`config.mk`:
```
export PLATFORM = sky130hd
export DESIGN_NAME = charlieplex_led_ctrl
export DESIGN_NICKNAME = d
export VERILOG_FILES = /design/src/rtl/charlieplex_led_ctrl.sv
export SDC_FILE = /design/constraint.sdc
export NUM_CORES = 1
export LEC_CHECK = 0
export CORE_ASPECT_RATIO = 2
export CORE_UTILIZATION = 48
export DETAILED_ROUTE_END_ITERATION = 12
export GPL_TIMING_DRIVEN = 0
export MAX_ROUTING_LAYER = met4
export PLACE_DENSITY_LB_ADDON = 0.3
export SLEW_MARGIN = 20
export SYNTH_ARGS = -nofsm -noshare
export SYNTH_HDL_FRONTEND = slang
export SYNTH_SLANG_ARGS = --single-unit
```
`constraint.sdc`:
```
create_clock -name clk_i -period 4.4 [get_ports clk_i]
set_clock_uncertainty 0.15 [all_clocks]
set_input_delay 0.66 -clock clk_i [delete_from_list [all_inputs] [get_ports clk_i]]
set_output_delay 0.66 -clock clk_i [all_outputs]
set_load 0.05 [all_outputs]
```
`src/rtl/charlieplex_led_ctrl.sv`:
```
// Charlieplexed LED scanner: NPINS pins drive NPINS*(NPINS-1) LEDs, configured over WISHBONE.
// Define CHARLIEPLEX_PWM_EN to add the BRIGHT register and a 4-bit PWM subcounter in the lit window.
module charlieplex_led_ctrl #(
  parameter int NPINS     = 4,
  parameter int DWELL     = 1024,
  parameter int DEADTIME  = 16,
  parameter int BLINK_BIT = 24
) (
  input  logic                       clk_i,
  input  logic                       rst_i,
  input  logic                       wb_cyc_i,
  input  logic                       wb_stb_i,
  input  logic                       wb_we_i,
  input  logic [4:0]                 wb_adr_i,
  input  logic [31:0]                wb_dat_i,
  output logic [31:0]                wb_dat_o,
  output logic                       wb_ack_o,
  output logic                       wb_err_o,
  output logic                       wb_rty_o,
  input  logic [NPINS*(NPINS-1)-1:0] internal_led_i,
  output logic [NPINS-1:0]           led_out_o,
  output logic [NPINS-1:0]           led_oe_o
);
  localparam int NLEDS = NPINS * (NPINS - 1);
  localparam int SW    = $clog2(NLEDS);
  localparam int DW    = $clog2(DWELL);
  localparam int BW    = BLINK_BIT + 1;
  localparam logic [SW-1:0] SLOT_LAST  = SW'(NLEDS - 1);
  localparam logic [DW-1:0] DWELL_LAST = DW'(DWELL - 1);
  localparam logic [DW-1:0] DEAD_LAST  = DW'(DEADTIME - 1);

  typedef enum logic [1:0] {S_IDLE, S_DEAD, S_LIT} state_t;

  state_t           state_q, state_d;
  logic [SW-1:0]    slot_q, slot_d;
  logic [DW-1:0]    dwell_q, dwell_d;
  logic [BW-1:0]    blink_cnt_q, blink_cnt_d;
  logic             enable_q, enable_d;
  logic [NLEDS-1:0] override_q, override_d;
  logic [NLEDS-1:0] value_q, value_d;
  logic [NLEDS-1:0] blink_q, blink_d;
  logic             eff_lat_q, eff_lat_d;
  logic [NPINS-1:0] oe_q, oe_d;
  logic [NPINS-1:0] out_q, out_d;
  logic             ack_q, ack_d;
`ifdef CHARLIEPLEX_PWM_EN
  logic [3:0]       bright_q, bright_d;
  logic [3:0]       sub_q, sub_d;
`endif

  logic [NLEDS-1:0] eff;
  logic             wr_en;
  logic             drive;
  int               a_i, r_i, b_i;
  logic             unused_ok;

  assign unused_ok = ^{wb_adr_i[1:0], wb_dat_i};

  always_comb begin
    wb_dat_o = '0;
    case (wb_adr_i[4:2])
      3'd0: wb_dat_o = {8'(NPINS), 8'(NLEDS), 15'd0, enable_q};
      3'd1: wb_dat_o[NLEDS-1:0] = override_q;
      3'd2: wb_dat_o[NLEDS-1:0] = value_q;
      3'd3: wb_dat_o[NLEDS-1:0] = blink_q;
`ifdef CHARLIEPLEX_PWM_EN
      3'd4: wb_dat_o[3:0] = bright_q;
`endif
      default: ;
    endcase
  end

  always_comb begin
    state_d     = state_q;
    slot_d      = slot_q;
    dwell_d     = dwell_q;
    enable_d    = enable_q;
    override_d  = override_q;
    value_d     = value_q;
    blink_d     = blink_q;
    eff_lat_d   = eff_lat_q;
    blink_cnt_d = blink_cnt_q + BW'(1);
`ifdef CHARLIEPLEX_PWM_EN
    bright_d    = bright_q;
    sub_d       = (state_q == S_LIT) ? sub_q + 4'd1 : 4'd0;
`endif

    ack_d = wb_cyc_i & wb_stb_i & ~ack_q;
    wr_en = ack_d & wb_we_i;
    if (wr_en) begin
      case (wb_adr_i[4:2])
        3'd0: enable_d   = wb_dat_i[0];
        3'd1: override_d = wb_dat_i[NLEDS-1:0];
        3'd2: value_d    = wb_dat_i[NLEDS-1:0];
        3'd3: blink_d    = wb_dat_i[NLEDS-1:0];
`ifdef CHARLIEPLEX_PWM_EN
        3'd4: bright_d   = wb_dat_i[3:0];
`endif
        default: ;
      endcase
    end

    eff = ((override_q & value_q) | (~override_q & internal_led_i))
          & (~blink_q | {NLEDS{blink_cnt_q[BLINK_BIT]}});

    case (state_q)
      S_IDLE: begin
        slot_d  = '0;
        dwell_d = '0;
        if (enable_q) state_d = S_DEAD;
      end
      S_DEAD: begin
        // Latch once per slot so mid-slot updates cannot glitch the pins.
        if (dwell_q == '0) eff_lat_d = eff[slot_q];
        dwell_d = dwell_q + DW'(1);
        if (dwell_q == DEAD_LAST) state_d = S_LIT;
      end
      S_LIT: begin
        if (dwell_q == DWELL_LAST) begin
          dwell_d = '0;
          slot_d  = (slot_q == SLOT_LAST) ? '0 : slot_q + SW'(1);
          state_d = S_DEAD;
        end else begin
          dwell_d = dwell_q + DW'(1);
        end
      end
      default: state_d = S_IDLE;
    endcase

    if (!enable_q) begin
      state_d = S_IDLE;
      slot_d  = '0;
      dwell_d = '0;
    end

    // Slot k -> (a, b): a = k / (NPINS-1), b skips over a.
    a_i   = int'(slot_q) / (NPINS - 1);
    r_i   = int'(slot_q) % (NPINS - 1);
    b_i   = (r_i < a_i) ? r_i : r_i + 1;
    drive = enable_q && (state_q == S_LIT) && eff_lat_q;
`ifdef CHARLIEPLEX_PWM_EN
    drive = drive && (sub_q <= bright_q);
`endif
    oe_d  = '0;
    out_d = '0;
    if (drive) begin
      oe_d  = (NPINS'(1) << a_i) | (NPINS'(1) << b_i);
      out_d = NPINS'(1) << a_i;
    end
  end

  always_ff @(posedge clk_i) begin
    if (!rst_i) begin
      state_q     <= S_DEAD;
      slot_q      <= '0;
      dwell_q     <= '0;
      blink_cnt_q <= '0;
      enable_q    <= 1'b1;
      override_q  <= '0;
      value_q     <= '0;
      blink_q     <= '0;
      eff_lat_q   <= 1'b0;
      oe_q        <= '0;
      out_q       <= '0;
      ack_q       <= 1'b0;
`ifdef CHARLIEPLEX_PWM_EN
      bright_q    <= 4'hF;
      sub_q       <= 4'd0;
`endif
    end else begin
      state_q     <= state_d;
      slot_q      <= slot_d;
      dwell_q     <= dwell_d;
      blink_cnt_q <= blink_cnt_d;
      enable_q    <= enable_d;
      override_q  <= override_d;
      value_q     <= value_d;
      blink_q     <= blink_d;
      eff_lat_q   <= eff_lat_d;
      oe_q        <= oe_d;
      out_q       <= out_d;
      ack_q       <= ack_d;
`ifdef CHARLIEPLEX_PWM_EN
      bright_q    <= bright_d;
      sub_q       <= sub_d;
`endif
    end
  end

  assign wb_ack_o  = ack_q & wb_cyc_i;
  assign wb_err_o  = 1'b0;
  assign wb_rty_o  = 1'b0;
  assign led_oe_o  = oe_q;
  assign led_out_o = out_q;

endmodule

```
==> reports/qor.log <==
[outcome] run status finished, final reports clean
[job] maxcap violations 0
[synthesis] most repeated cell in the gate-level netlist after synthesis sky130_fd_sc_hd__dfxtp_1
[placed_design] IO Port Bufs 53
[cells_and_area] Area growth syn-to-layout 25.0%
[synthesis] leading post-synthesis cells by cell area sky130_fd_sc_hd__dfxtp_1 34%, sky130_fd_sc_hd__mux2i_1 9.5%, sky130_fd_sc_hd__nor2b_1 5.1%, sky130_fd_sc_hd__ha_1 4.3%, sky130_fd_sc_hd__mux2_2 3.2%
[timing] clock period minus worst slack 4280 ps
[setup_path] library cell appearing most often on the critical path sky130_fd_sc_hd__ha_4
[timing] headroom to the max-slew limit 0.435
[synthesis] mean post-synth cell area 8.87 um^2
[cells_and_area] share of cells above drive strength 1 0.157
[pwr] leakage power total 2.55 nW
[clocking] TritonCTS sink count 88
[floorplanning] floorplan die area 0.0114 mm^2
[worst_hold_path] Worst Hold Path Cells 1
[floorplanning] Ports 97
[setup_path] maximum fanout along the worst path 8
[synthesis] share of the yosys chip area belonging to registers 0.336
[synthesis] prevailing post-synth register cell sky130_fd_sc_hd__dfxtp_1
[timing] share of the cycle needed by the critical path after routing 0.972
[clocking] clock root buffer master sky130_fd_sc_hd__clkbuf_16
[synthesis] flops & latches, synth 88
[floorplanning] die width 75.9 um
[timing] Worst Hold Slack 334 ps
[routing] count of TritonRoute iterations in the first routing pass 4
[setup_path] path type of the worst setup path reg -> reg
[timing] final setup violation count 0
[floorplanning] initial core utilization 0.497
[worst_hold_path] min-delay src blink_cnt_q[0]
[timing] setup_tns 0 ps
[timing] Hold Violations, Final 0
[floorplanning] core footprint 0.0105 mm^2
[grt] first-pass GRT wire length 21000 um
[floorplanning] FP Rows 53
[setup_path] origin of the worst setup path slot_q[2]
[placed_design] Placed Instance Area 0.00601 mm^2
[clocking] clock tree from TritonCTS built
[setup_path] launching point of the worst reg2reg path slot_q[2]
[synthesis] top cell types by occurrence after synthesis 88 x sky130_fd_sc_hd__dfxtp_1, 50 x sky130_fd_sc_hd__mux2i_1, 43 x sky130_fd_sc_hd__nor2b_1
[setup_path] Worst setup SP type register
[cells_and_area] Finished Layout Cells 832
[setup_path] Data arrival, critical path 4400 ps
[timing] FMAX 0.234 GHz
[pwr] Power Dens Cells 280 mW/mm^2
[setup_path] critical register-to-register path endpoint led_oe_o[1]
[worst_hold_path] type of the worst min-delay path reg -> reg
[grt] maximum number of pins on one net before global-route repair 19
[setup_path] maximum cell stage delay along the critical path 350 ps
[setup_path] buffers plus inverters on the worst setup path 3
[routing] detail-routed net length per standard cell 15.7 um
[setup_path] slowest stage cell, crit path sky130_fd_sc_hd__dfxtp_4
[synthesis] proportion of synthesized flip-flops having asynchronous set or reset 0
[cells_and_area] cell area after layout 0.00655 mm^2
[floorplanning] die span in y 150 um
[synthesis] Mapped Area 0.00525 mm^2
[grt] initial antenna violation count 0
[setup_path] cell-by-cell listing of the critical path buf_8 -> clkbuf_1 -> ha_4 -> o21ai_4 -> ha_4 -> or2b_2 -> o22ai_2 -> and4_1 -> buf_6 -> mux2_4 -> ha_1 -> nor2b_2 -> o21ai_1 -> and3b_2 -> nand3_2 -> a21o_1 -> a21oi_1 -> mux2i_1 -> o22ai_1
[routing] post-route ant nets 0
[timing] setup repair after global routing missed its margin no
[routing] total DRC errors in the routed layout 0
[cells_and_area] Fill cells 881
[worst_hold_path] Min-Delay Endpoint blink_cnt_q[0]
[cells_and_area] utilization of the core after routing 0.622
[clocking] post-CTS clock slew at the launch and capture registers of the worst setup and hold paths 70 ps
[cells_and_area] Antenna Cells 0
[setup_path] r2r worst-path depth 19
[clocking] depth of the CTS H-tree 3
[synthesis] total number of yosys warnings 0
[synthesis] leading area contributor after synthesis sky130_fd_sc_hd__dfxtp_1
[placed_design] detailed-placement wirelength estimate 9560 um
[synthesis] area share of the largest cell type after synthesis 0.336
[pwr] peak ir drop on the vdd network 277 uV
[clocking] total CTS buffers 9
[synthesis] count of flip-flops with a built-in enable after synthesis 0
[clocking] maximum clock path buffer count 2
[grt] overall track demand over capacity in global routing 0.236
[clocking] clock latency on the worst-skew pair 350 ps
[setup_path] cell type group with the largest total delay on the critical path simple AND/OR/NAND/NOR gates
[grt] grt ovf 0
[setup_path] endpoint class of the critical path register
[routing] via/cell ratio 5.52
[setup_path] CP Data Required Time 4530 ps
[timing] Worst Tran Pin Value 848 ps
[routing] 1st-iter DRT viols 202
[grt] number of global-route vias before repair 4521
[placed_design] final estimated routing congestion in global placement 0.910
[setup_path] setup slack of the worst register-to-register path 120 ps
[synthesis] post-synth cell types 67
[timing] final max-slew violation count 0
[routing] Total Routed Length 13100 um
[synthesis] Post-Synthesis Cells 591
[cells_and_area] count of nets after finishing 762
[placed_design] Placed Instances 799
[routing] total via count in the routed design 4595
## metal layers
layer	up-vias	global-route usage	share of wire
li1	2235	-	-
met1	2185	0.228	0.37
met2	137	0.448	0.55
met3	38	0.0360	0.034
met4	0	0.128	0.042
met5	-	-	0
## how the worst max path moves through the flow
stage | slack [ps] | end | cells after the start
6_report | 120 | led_oe_o[1] | 19
5_1_grt | 0.8 | led_oe_o[2] | 21
4_1_cts | 20 | led_oe_o[0] | 21
3_5_place_dp | -360 | led_oe_o[2] | 19
3_3_place_gp | -240 | led_oe_o[2] | 19
2_1_floorplan | 190 | led_oe_o[2] | 21
## metrics by stage
| stage | total power, mW | setup WS [ps] |
|---|---|---|
| floorplan | 1.01 | 193 |
| global placement | 1.08 | -243 |
| detailed placement | 1.09 | -355 |
| CTS | 1.85 | 15.1 |
| global route | 1.91 | 0.820 |
| finish | 1.83 | 121 |
## registers in the layout (all words and copies together) (netlist names), 2 cells and up
name and flops:
blink_cnt_q 25, blink_q 12, override_q 12, value_q 12
dwell_q 10, led_oe_o 4, led_out_o 4, slot_q 4
state_q 2
## repair_timing
item,CTS,global route
hold buffers,0,0
pin swaps,6,9
setup endpoints to repair,4,4
setup buffers,3,14
resized for setup,18,13
## logic make-up after synthesis
logic type               Yosys count  synth area share
AND/OR/NAND/NOR                  219             0.228
AO/OA/AOI/OAI                    101             0.137
flip-flops                        88             0.336
buffers and inverters             72            0.0713
multiplexers                      68             0.141
XOR/XNOR                          24            0.0429
adder cells (fa/ha/maj)           18            0.0429
other                              1          0.000715
## power by group
group          total, mW  internal [mW]  leakage (nW)  switching [mW]
Combinational      0.241         0.0972          1.69           0.144
Clock              0.765          0.401         0.143           0.364
Sequential         0.828          0.812         0.713          0.0164
Total               1.83           1.31          2.55           0.524
## cell type report
type / count / area (um^2) / share of cell area
multi-input combinational: 449 / 3260 / 0.498
sequential: 88 / 1770 / 0.270
timing repair buffer: 70 / 658 / 0.100
buffer: 51 / 309 / 0.0472
clock buffer: 9 / 225 / 0.0344
tap: 137 / 171 / 0.0262
inverter: 21 / 83.8 / 0.0128
clock inverter: 7 / 72.6 / 0.0111
## cell usage in the layout, fill, tap and decap left out, drive strengths merged, types with 6 or more instances in the layout
cell,netlist,routed
clkbuf,21,30
xnor2,18,18
and3,12,12
nand2,32,32
dfxtp,88,88
a22oi,12,12
nand4,7,7
nor3,9,9
a21oi,28,28
xor2,6,6
conb,1,19
and2,26,26
mux2,15,15
clkdlybuf4s50,0,53
ha,18,18
inv,20,24
nand3,20,20
o21ai,23,23
mux2i,50,50
nor2b,43,43
buf,30,47
nor2,40,40
or3,6,6
## worst reg2reg max path: stages, from the launching register on
cell,delay (ps)
sky130_fd_sc_hd__dfxtp_4,350
sky130_fd_sc_hd__buf_8,140
sky130_fd_sc_hd__clkbuf_1,120
sky130_fd_sc_hd__ha_4,300
sky130_fd_sc_hd__o21ai_4,70
sky130_fd_sc_hd__ha_4,290
sky130_fd_sc_hd__or2b_2,310
sky130_fd_sc_hd__o22ai_2,150
sky130_fd_sc_hd__and4_1,230
sky130_fd_sc_hd__buf_6,130
sky130_fd_sc_hd__mux2_4,330
sky130_fd_sc_hd__ha_1,280
sky130_fd_sc_hd__nor2b_2,150
sky130_fd_sc_hd__o21ai_1,110
sky130_fd_sc_hd__and3b_2,250
sky130_fd_sc_hd__nand3_2,120
sky130_fd_sc_hd__a21o_1,240
sky130_fd_sc_hd__a21oi_1,230
sky130_fd_sc_hd__mux2i_1,130
sky130_fd_sc_hd__o22ai_1,130
(Power assumes the default switching activity.)
